--- src/rtl/channel_serializer.sv ---
// Four-channel frame serializer: buffers up to two sample frames and emits them as AXI-Stream beats.
// Optional drop counter output enabled by defining CHANNEL_SERIALIZER_DROP_CNT_EN.
//
//   state | meaning
//   IDLE  | frame buffer empty, no beat offered
//   SEND  | at least one frame buffered, beat ch of head frame offered
module channel_serializer #(
  parameter int DATA_W = 24,
  parameter int OUT_W  = 32
) (
  input  logic                     s_axis_aclk,
  input  logic                     s_axis_arst,
  input  logic                     in_valid,
  input  logic signed [DATA_W-1:0] in_ch0,
  input  logic signed [DATA_W-1:0] in_ch1,
  input  logic signed [DATA_W-1:0] in_ch2,
  input  logic signed [DATA_W-1:0] in_ch3,
  output logic [OUT_W-1:0]         m_axis_tdata,
  output logic                     m_axis_tvalid,
  input  logic                     m_axis_tready,
  output logic [1:0]               m_axis_tuser,
  output logic                     m_axis_tlast,
  output logic                     ovf,
  input  logic                     ovf_clr
`ifdef CHANNEL_SERIALIZER_DROP_CNT_EN
  ,
  output logic [15:0]              drop_cnt
`endif
);

  typedef enum logic {IDLE, SEND} state_t;

  state_t state, state_next;

  logic signed [DATA_W-1:0] frame_mem [2][4];
  logic                     wr_ptr, rd_ptr;
  logic [1:0]               count, count_next;
  logic [1:0]               ch;
  logic                     hs, pop, accept, drop;
  logic signed [DATA_W-1:0] cur_sample;

  assign hs     = m_axis_tvalid & m_axis_tready;
  assign pop    = hs & (ch == 2'd3);
  assign accept = in_valid & ((count != 2'd2) | pop);
  assign drop   = in_valid & (count == 2'd2) & ~pop;

  always_comb begin
    count_next = count;
    case ({accept, pop})
      2'b10:   count_next = count + 2'd1;
      2'b01:   count_next = count - 2'd1;
      default: count_next = count;
    endcase
  end

  always_ff @(posedge s_axis_aclk) begin
    if (s_axis_arst) state <= IDLE;
    else             state <= state_next;
  end

  always_comb begin
    state_next    = state;
    m_axis_tvalid = 1'b0;
    case (state)
      IDLE: begin
        if (count_next != 2'd0) state_next = SEND;
      end
      SEND: begin
        m_axis_tvalid = 1'b1;
        if (pop && count_next == 2'd0) state_next = IDLE;
      end
      default: state_next = IDLE;
    endcase
  end

  always_ff @(posedge s_axis_aclk) begin
    if (s_axis_arst) begin
      count  <= 2'd0;
      wr_ptr <= 1'b0;
      rd_ptr <= 1'b0;
      ch     <= 2'd0;
    end else begin
      count <= count_next;
      if (accept) wr_ptr <= ~wr_ptr;
      if (pop)    rd_ptr <= ~rd_ptr;
      if (hs)     ch     <= ch + 2'd1;
    end
  end

  // Storage carries no reset; validity is tracked by count alone.
  always_ff @(posedge s_axis_aclk) begin
    if (accept && !s_axis_arst) begin
      frame_mem[wr_ptr][0] <= in_ch0;
      frame_mem[wr_ptr][1] <= in_ch1;
      frame_mem[wr_ptr][2] <= in_ch2;
      frame_mem[wr_ptr][3] <= in_ch3;
    end
  end

  assign cur_sample   = frame_mem[rd_ptr][ch];
  assign m_axis_tdata = OUT_W'(cur_sample);
  assign m_axis_tuser = ch;
  assign m_axis_tlast = m_axis_tvalid & (ch == 2'd3);

  // A drop in the same cycle as a clear keeps the flag set.
  always_ff @(posedge s_axis_aclk) begin
    if (s_axis_arst)  ovf <= 1'b0;
    else if (drop)    ovf <= 1'b1;
    else if (ovf_clr) ovf <= 1'b0;
  end

`ifdef CHANNEL_SERIALIZER_DROP_CNT_EN
  always_ff @(posedge s_axis_aclk) begin
    if (s_axis_arst) begin
      drop_cnt <= 16'd0;
    end else if (drop) begin
      if (drop_cnt != 16'hFFFF) drop_cnt <= drop_cnt + 16'd1;
    end else if (ovf_clr) begin
      drop_cnt <= 16'd0;
    end
  end
`endif

endmodule

--- config.mk ---
export PLATFORM = sky130hd
export DESIGN_NAME = channel_serializer
export DESIGN_NICKNAME = d
export VERILOG_FILES = /design/src/rtl/channel_serializer.sv
export SDC_FILE = /design/constraint.sdc
export NUM_CORES = 1
export LEC_CHECK = 0
export BUFFER_PORTS_ARGS = -buffer_cell sky130_fd_sc_hd__buf_2
export CELL_PAD_IN_SITES_DETAIL_PLACEMENT = 1
export CELL_PAD_IN_SITES_GLOBAL_PLACEMENT = 1
export CORE_ASPECT_RATIO = 0.6
export CORE_MARGIN = 8
export CORE_UTILIZATION = 48
export DETAILED_ROUTE_END_ITERATION = 8
export PLACE_DENSITY_LB_ADDON = 0.1
export SYNTH_ARGS = -nofsm -noshare
export SYNTH_HDL_FRONTEND = slang
export SYNTH_SLANG_ARGS = --single-unit
--- constraint.sdc ---
create_clock -name s_axis_aclk -period 27.3 [get_ports s_axis_aclk]
set_input_delay 0 -clock s_axis_aclk [delete_from_list [all_inputs] [get_ports s_axis_aclk]]
set_output_delay 0 -clock s_axis_aclk [all_outputs]
set_load 0.05 [all_outputs]
==> results.yml, run 1 <==
floorplanning:
  die-area_um2: 20600
  rows: 36
  die_height_um: 114
  core_um2: 16000
  die_w_um: 180
  io_pins: 138
  start_util_pct: 48.4
sta:
  grt_setup_unrepaired: "no"
  hold_viol_final: 0
  setup_viol: 0
  max_freq_ghz: 0.271
  fin_worst_skew_ps: 15.4
  slew_violations: 0
  tns_ps: 0
  period_needed_ps: 3690
  worstMarginPinSlew_ps: 1010
  fin_crit_sh_pct: 13.5
  max_slew_margin_pct: 33.0
  fin_hold_ws_ps: 237
cells_and_area:
  final_util_pct: 63.2
  drive_gt1_share_pct: 41.0
  final_cell_mix: "edfxtp_1 (192), buf_2 (137), dlygate4sd3_1 (102)"
  final_common_cell: "edfxtp_1"
  n_fill_cell: 1395
  syn_to_final_growth_pct: 30.7
  nNetsFinal: 679
  diodes: 0
power_and_ir_drop:
  p_per_area_nw_per_um2: 66.0
  vdd_ir_drop_max_mv: 0.0610
  power_leakage_uw: 0.00357
setup_path:
  cp_data_required_time_ps: 27390
  critPathKind: "flop to flop"
  startpoint_type: "flop"
  cp-end-kind: "flop"
  cpMostUsedCell: "buf_4"
  cp_slowest_cell: "dfxtp_2"
  cp_max_fo: 66
  crit_family: "buffers and inverters"
  max_stage_delay_ps: 990
  crit_arrival_ps: 3780
  cp_num_buf_inv: 2
  path_cells: "ha_1 > and3_1 > o21ai_0 > nor3_2 > buf_4 > buf_4"
logic_synthesis:
  netlist_top_cells_area: "edfxtp_1 (74%), mux4_2 (14%), mux2_4 (2.9%)"
  yosys.area.top_type_share_pct: 74.3
  ys_seq_elements: 201
  yosys_warnings: 0
  synth_area_um2: 7760
  synth_cell_types: 31
  syn_nets: 437
  synth_cells: 335
  ys_seq_area_share_pct: 76.6
  syn_area_per_cell_um2: 23.2
  yosys.area.top_type: "edfxtp_1"
clock_tree:
  cts.sinks: 201
  htreeDepth: 1
  ctsResizeCount: 0
  post_cts_buffers: 0
  cts_hold_buf: 102
  cts_tree: "done"
  clk_path_buf_depth: 3
  insertion_delay_ps: 480
  clock-root-buffer: "clkbuf_16"
  path_clk_slew_ps: 60
  cts-buffers-inserted: 19
place:
  place_congestion: 0.730
  port-buffer-count: 137
  place_hpwl_um: 10100
global_route:
  grt_max_degree: 67
  grt_pass1_vias: 4741
  grt_overflow: 0
  grt_usage_pct: 17.1
  use_met2_pct: 29.5
  grt_pass1_wl_um: 27300
  top_usage_layer: "met2"
  grt_use_met1_pct: 22.2
  grt_use_met3_pct: 4.40
  antenna_found_initial: 0
drt:
  drc: 0
  wl_per_cell_um: 22.1
  firstDrtPassIters: 4
  vias: 4134
  via_per_inst: 5.19
  ant_nets: 0
  drtIter0Drc: 246
  routed_wl_um: 17600
flow_run:
  drv_cap: 0
outcome:
  run_status: "finished clean"
hold_path:
  holdCritPathClass: "input port to flop"
==> kinds of logic (layout without fill, tap and decap cells) <==
group	after synthesis	count (layout)	share of synthesized area [%]
compound gates	9	9	0.726
xor+xnor	3	3	0.339
fa+ha+maj	1	1	0.161
buf+inv	24	277	2.18
flops	201	201	76.6
mux	74	74	18.4
simple gates	23	23	1.52
==> state kept, by name, summed over array words and instances (netlist names), named ones only <==
name and cells:
frame_mem 192, wr_ptr 1, m_axis_tuser 2, ovf 1, count 2, rd_ptr 1, state 1
==> where the power goes <==
| part | switching, uW | internal (uW) | total, uW |
|---|---|---|---|
| clock | 107 | 127 | 235 |
| combinational | 45.0 | 32.9 | 77.9 |
| sequential | 4.57 | 352 | 357 |
| total | 157 | 513 | 670 |
==> cell usage after synthesis <==
cell	count
or3_1	2
buf_4	8
o22ai_1	3
buf_1	3
nor3b_1	1
dfxtp_1	9
and3_1	1
mux2_1	1
nand2_1	5
buf_12	2
mux2_2	10
nand4b_1	1
buf_2	7
mux2_4	15
a21oi_1	3
nor2b_1	2
ha_1	1
o21ai_0	1
clkbuf_1	2
xor2_1	1
inv_1	1
buf_6	1
edfxtp_1	192
nor3_1	1
nand2b_1	2
nor2_1	6
nand3_1	1
mux4_2	48
xnor2_1	2
a221oi_1	2
and2_1	1
==> metal layers <==
layer / part of all wire [%] / vias to the layer above
met5: 0 / -
met4: 1.3 / 0
met3: 5.1 / 25
met2: 48 / 117
met1: 46 / 2124
li1: - / 1868
==> final timing paths <==
check	endpoint	slack, ps	depth (start not counted)	startpoint
worst min register to register	rd_ptr	530	2	rd_ptr
worst max-delay path	frame_mem[0][77]	23610	6	m_axis_tuser[1]
worst min-delay path	frame_mem[0][22]	240	2	in_ch3[22]
worst max register to register	frame_mem[0][77]	23610	6	m_axis_tuser[1]
==> metrics by stage <==
| stage | instance area, um2 | power [uW] | instances | setup slack, ps |
|---|---|---|---|---|
| after global placement | 8590 | 428 | 663 | 23660 |
| final | 10100 | 670 | 797 | 23610 |
| after floorplan | 7760 | 411 | 335 | 18190 |
| after CTS | 10100 | 675 | 797 | 23550 |
| after detailed placement | 8590 | 430 | 663 | 23570 |
| after global routing | 10100 | 692 | 797 | 23360 |
==> final cells by class <==
class	instances	area (um2)	area share (%)
sequential	201	5950	58.7
clock inverter	8	32.5	0.321
tap	209	262	2.58
multi-input combinational	110	1650	16.3
timing repair buffer	244	1740	17.2
clock buffer	24	494	4.87
inverter	1	3.75	0.0370
Power figures use the tool's default switching activity.
==> inputs of run 2 (changes only) <==
--- a/config.mk
+++ b/config.mk
@@ -10,7 +10,7 @@
 export CELL_PAD_IN_SITES_GLOBAL_PLACEMENT = 1
 export CORE_ASPECT_RATIO = 0.6
 export CORE_MARGIN = 8
-export CORE_UTILIZATION = 48
+export CORE_UTILIZATION = 43
 export DETAILED_ROUTE_END_ITERATION = 8
 export PLACE_DENSITY_LB_ADDON = 0.1
 export SYNTH_ARGS = -nofsm -noshare
==> constraint.sdc (replaced) <==
create_clock -name s_axis_aclk -period 3.1 [get_ports s_axis_aclk]
set_input_delay 0 -clock s_axis_aclk [delete_from_list [all_inputs] [get_ports s_axis_aclk]]
set_output_delay 0 -clock s_axis_aclk [all_outputs]
set_load 0.05 [all_outputs]
==> results.yml, run 2 (synthesis results as in run 1) <==
floorplanning:
  die-area_um2: 22700
  start_util_pct: 43.4
  die_height_um: 120
  die_w_um: 189
  io_pins: 138
  rows: 38
  core_um2: 17900
drt:
  firstDrtPassIters: 4
  ant_nets: 0
  via_per_inst: 4.96
  drc: 0
  vias: 4136
  routed_wl_um: 16900
  wl_per_cell_um: 20.3
  drtIter0Drc: 211
clock_tree:
  clock-root-buffer: "clkbuf_16"
  cts.sinks: 201
  path_clk_slew_ps: 60
  insertion_delay_ps: 490
  cts-buffers-inserted: 20
  clk_path_buf_depth: 3
  htreeDepth: 1
  cts_tree: "done"
  post_cts_buffers: 0
sta:
  fin_worst_skew_ps: 7.71
  fin_crit_sh_pct: 81.6
  hold_viol_final: 0
  grt_setup_unrepaired: "no"
  setup_viol: 0
  max_freq_ghz: 0.396
  max_slew_margin_pct: 49.5
  tns_ps: 0
  period_needed_ps: 2530
  worstMarginPinSlew_ps: 758
  slew_violations: 0
place:
  numPlacedInstances: 697
  port-buffer-count: 137
  place_hpwl_um: 10200
  place_congestion: 0.702
  placed_area_um2: 8710
cells_and_area:
  final_common_cell: "edfxtp_1"
  final_util_pct: 57.7
  nNetsFinal: 683
  diodes: 0
  drive_gt1_share_pct: 41.9
  final_cell_mix: "edfxtp_1 (192), buf_2 (137), dlygate4sd3_1 (102)"
  final_cell_count_no_fill: 834
  largest_reg_flops: 192
  n_fill_cell: 1645
  syn_to_final_growth_pct: 32.9
  fin_area_um2: 10300
  regMostFlops: "frame_mem"
power_and_ir_drop:
  p_total_uw: 5990
  vdd_ir_drop_max_mv: 0.376
  power_leakage_uw: 0.00361
  p_per_area_nw_per_um2: 581
hold_path:
  holdCritPathClass: "input port to flop"
flow_run:
  drv_cap: 0
setup_path:
  startpoint_type: "flop"
  crit_arrival_ps: 2530
  cp_data_required_time_ps: 3100
  critPathKind: "flop to primary output"
  cp_max_fo: 25
  cp-end-kind: "primary output"
outcome:
  run_status: "finished clean"
global_route:
  grt_pass1_wl_um: 26800
  grt_max_degree: 53
  antenna_found_initial: 0
  grt_pass1_vias: 4690
  grt_usage_pct: 15.0
  grt_overflow: 0
[run 2: final cells by class]
cell class / instances / area, um2 / area share (%)
multi-input combinational: 110 / 1690 / 16.4
tap: 240 / 300 / 2.91
clock buffer: 28 / 541 / 5.24
inverter: 1 / 3.75 / 0.0364
sequential: 201 / 5960 / 57.8
timing repair buffer: 247 / 1780 / 17.3
clock inverter: 7 / 40.0 / 0.388
[run 2: power breakdown]
part	internal, uW	switching (uW)
registers	3100	32.8
clock network	1220	947
logic	292	398
[run 2: through the flow]
step                      hold WS, ps  setup WS [ps]
after global placement            188            943
final                             230            572
after detailed placement          192            899
after floorplan                  98.9           -786
after global routing              229            411
after CTS                         213            473
[run 2: final timing paths]
kind                                       from                to  slack (ps)  depth (start not counted)
worst max-delay path                       flop  m_axis_tdata[11]         570                          4
worst min-delay path                 in_ch1[20]  frame_mem[0][68]         230                          2
worst max register to register  m_axis_tuser[1]  frame_mem[1][85]         900                          5
worst min register to register           rd_ptr              flop         510                          2
[run 2: timing repair]
action                     4_1_cts  5_1_grt
hold endpoints to repair       201        0
resized for setup                0        0
setup endpoints to repair        0        0
hold buffers                   102        0
[run 2: worst max-delay path, cell delays in order (launching register included)]
cell and delay (ps):
dfxtp_4 710, buf_4 310, mux4_2 530, mux2_4 270
buf_2 210
[run 2: per-layer routing]
layer  wire length (um)  track usage [%]  vias up  part of all wire, %
li1                   -                -     1895                    -
met3                782             3.36       20                  4.6
met4                225             2.92        0                  1.3
met2               8450             25.6       95                   50
met5                  0                0        -                    0
met1               7460             19.6     2126                   44
==> inputs of run 3 (changes only) <==
==> constraint.sdc (replaced) <==
create_clock -name s_axis_aclk -period 2.2 [get_ports s_axis_aclk]
set_input_delay 0 -clock s_axis_aclk [delete_from_list [all_inputs] [get_ports s_axis_aclk]]
set_output_delay 0 -clock s_axis_aclk [all_outputs]
set_load 0.05 [all_outputs]
==> results.yml, run 3 (synthesis results as in run 1) <==
outcome:
  run_status: "finished clean"
global_route:
  grt_pass1_vias: 4684
  grt_pass1_wl_um: 26900
  antenna_found_initial: 1
  grt_use_met1_pct: 20.4
  use_met2_pct: 25.1
  grt_overflow: 0
  grt_usage_pct: 15.1
  top_usage_layer: "met2"
  grt_max_degree: 51
  grt_use_met3_pct: 3.53
drt:
  vias: 4154
  drc: 0
  via_per_inst: 4.93
  routed_wl_um: 17600
  ant_nets: 0
  drtIter0Drc: 196
  wl_per_cell_um: 20.9
  firstDrtPassIters: 4
sta:
  grt_setup_unrepaired: "yes"
  max_freq_ghz: 0.465
  max_slew_margin_pct: 61.2
  slew_violations: 0
  layout_setup_ws_ps: 48.0
  hold_viol_final: 0
  fin_crit_sh_pct: 97.8
  setup_viol: 0
  worstMarginPinSlew_ps: 581
  period_needed_ps: 2150
  fin_worst_skew_ps: 14.0
clock_tree:
  insertion_delay_ps: 480
  cts_tree: "done"
  path_clk_slew_ps: 60
  clk_path_buf_depth: 3
  cts-buffers-inserted: 20
  htreeDepth: 1
  cts.sinks: 201
  clock-root-buffer: "clkbuf_16"
setup_path:
  path_cells: "buf_12 > clkbuf_16 > mux4_2 > mux2_4 > buf_2"
  startpoint_type: "flop"
  r2r-start: "m_axis_tuser[0]"
  cp_slowest_cell: "mux4_2"
  cp-end-kind: "primary output"
  cp_max_fo: 8
  crit_arrival_ps: 2150
  critPathKind: "flop to primary output"
  max_stage_delay_ps: 510
  cp_data_required_time_ps: 2200
cells_and_area:
  nNetsFinal: 693
  diodes: 0
  largest_reg_flops: 192
  final_util_pct: 59.2
  final_common_cell: "edfxtp_1"
  drive_gt1_share_pct: 43.4
  regMostFlops: "frame_mem"
  syn_to_final_growth_pct: 36.4
  final_cell_mix: "edfxtp_1 (192), buf_2 (123), dlygate4sd3_1 (102)"
place:
  port-buffer-count: 137
  place_hpwl_um: 10300
  place_congestion: 0.716
  pre_cts_ws_ps: 314
floorplanning:
  rows: 38
  io_pins: 138
  start_util_pct: 43.4
  die_height_um: 120
  core_um2: 17900
  die-area_um2: 22700
  die_w_um: 189
power_and_ir_drop:
  vdd_ir_drop_max_mv: 0.541
  p_per_area_nw_per_um2: 804
  power_leakage_uw: 0.00373
hold_path:
  hold_path_startpoint: "in_ch0[7]"
  holdCritPathClass: "input port to flop"
flow_run:
  drv_cap: 0
-- run 3: layout make-up --
type,instances,area (um2)
Clock buffer,25,541
Timing Repair Buffer,257,2050
Tap cell,240,300
Sequential cell,201,5960
Inverter,1,3.75
Clock inverter,8,38.8
Multi-Input combinational cell,110,1690
Fill cell,1591,7290
-- run 3: layer usage --
layer,share of wire (%),wire length [um],vias up
li1,-,-,1910
met5,0.074,13,-
met4,1.2,212,2
met3,4.2,732,18
met1,46,8070,2136
met2,49,8550,88
-- run 3: worst paths after layout --
kind                 endpoint  slack, ps  cells after the start
max reg2reg               ovf        220                      6
min          frame_mem[0][79]        240                      2
max          m_axis_tdata[10]         50                      5
min reg2reg            rd_ptr        530                      2
-- run 3: through the flow --
step | cells | cell area, um2 | setup TNS, ps | hold slack [ps] | power (uW)
final | 842 | 10600 | 0 | 245 | 8500
after global routing | 842 | 10600 | -178 | 235 | 8820
after CTS | 835 | 10400 | 0 | 216 | 8590
after detailed placement | 699 | 8800 | 0 | 191 | 5360
after global placement | 699 | 8800 | 0 | 187 | 5330
after floorplan | 335 | 7820 | -304460 | 98.9 | 5080
-- run 3: timing repair --
item                                    CTS  global route
cloned                                    0             3
endpoints found under the setup margin   27            14
buffers inserted                          1             4
endpoints found under the hold margin   200             0
resized for setup                         0            31
hold buffers                            102             0
-- run 3: critical path: cells and delay by family, from the launching register on --
family / cells / cell delay (ps)
buffers and inverters: 3 / 500
multiplexers: 2 / 780
flip-flops: 1 / 390
-- run 3: where the power goes --
part	switching [uW]	leakage [uW]	total [uW]	internal, uW
clock	1340	0.000286	3070	1730
combinational	569	0.00161	1020	447
sequential	46.7	0.00184	4420	4370
total	1950	0.00373	8500	6550
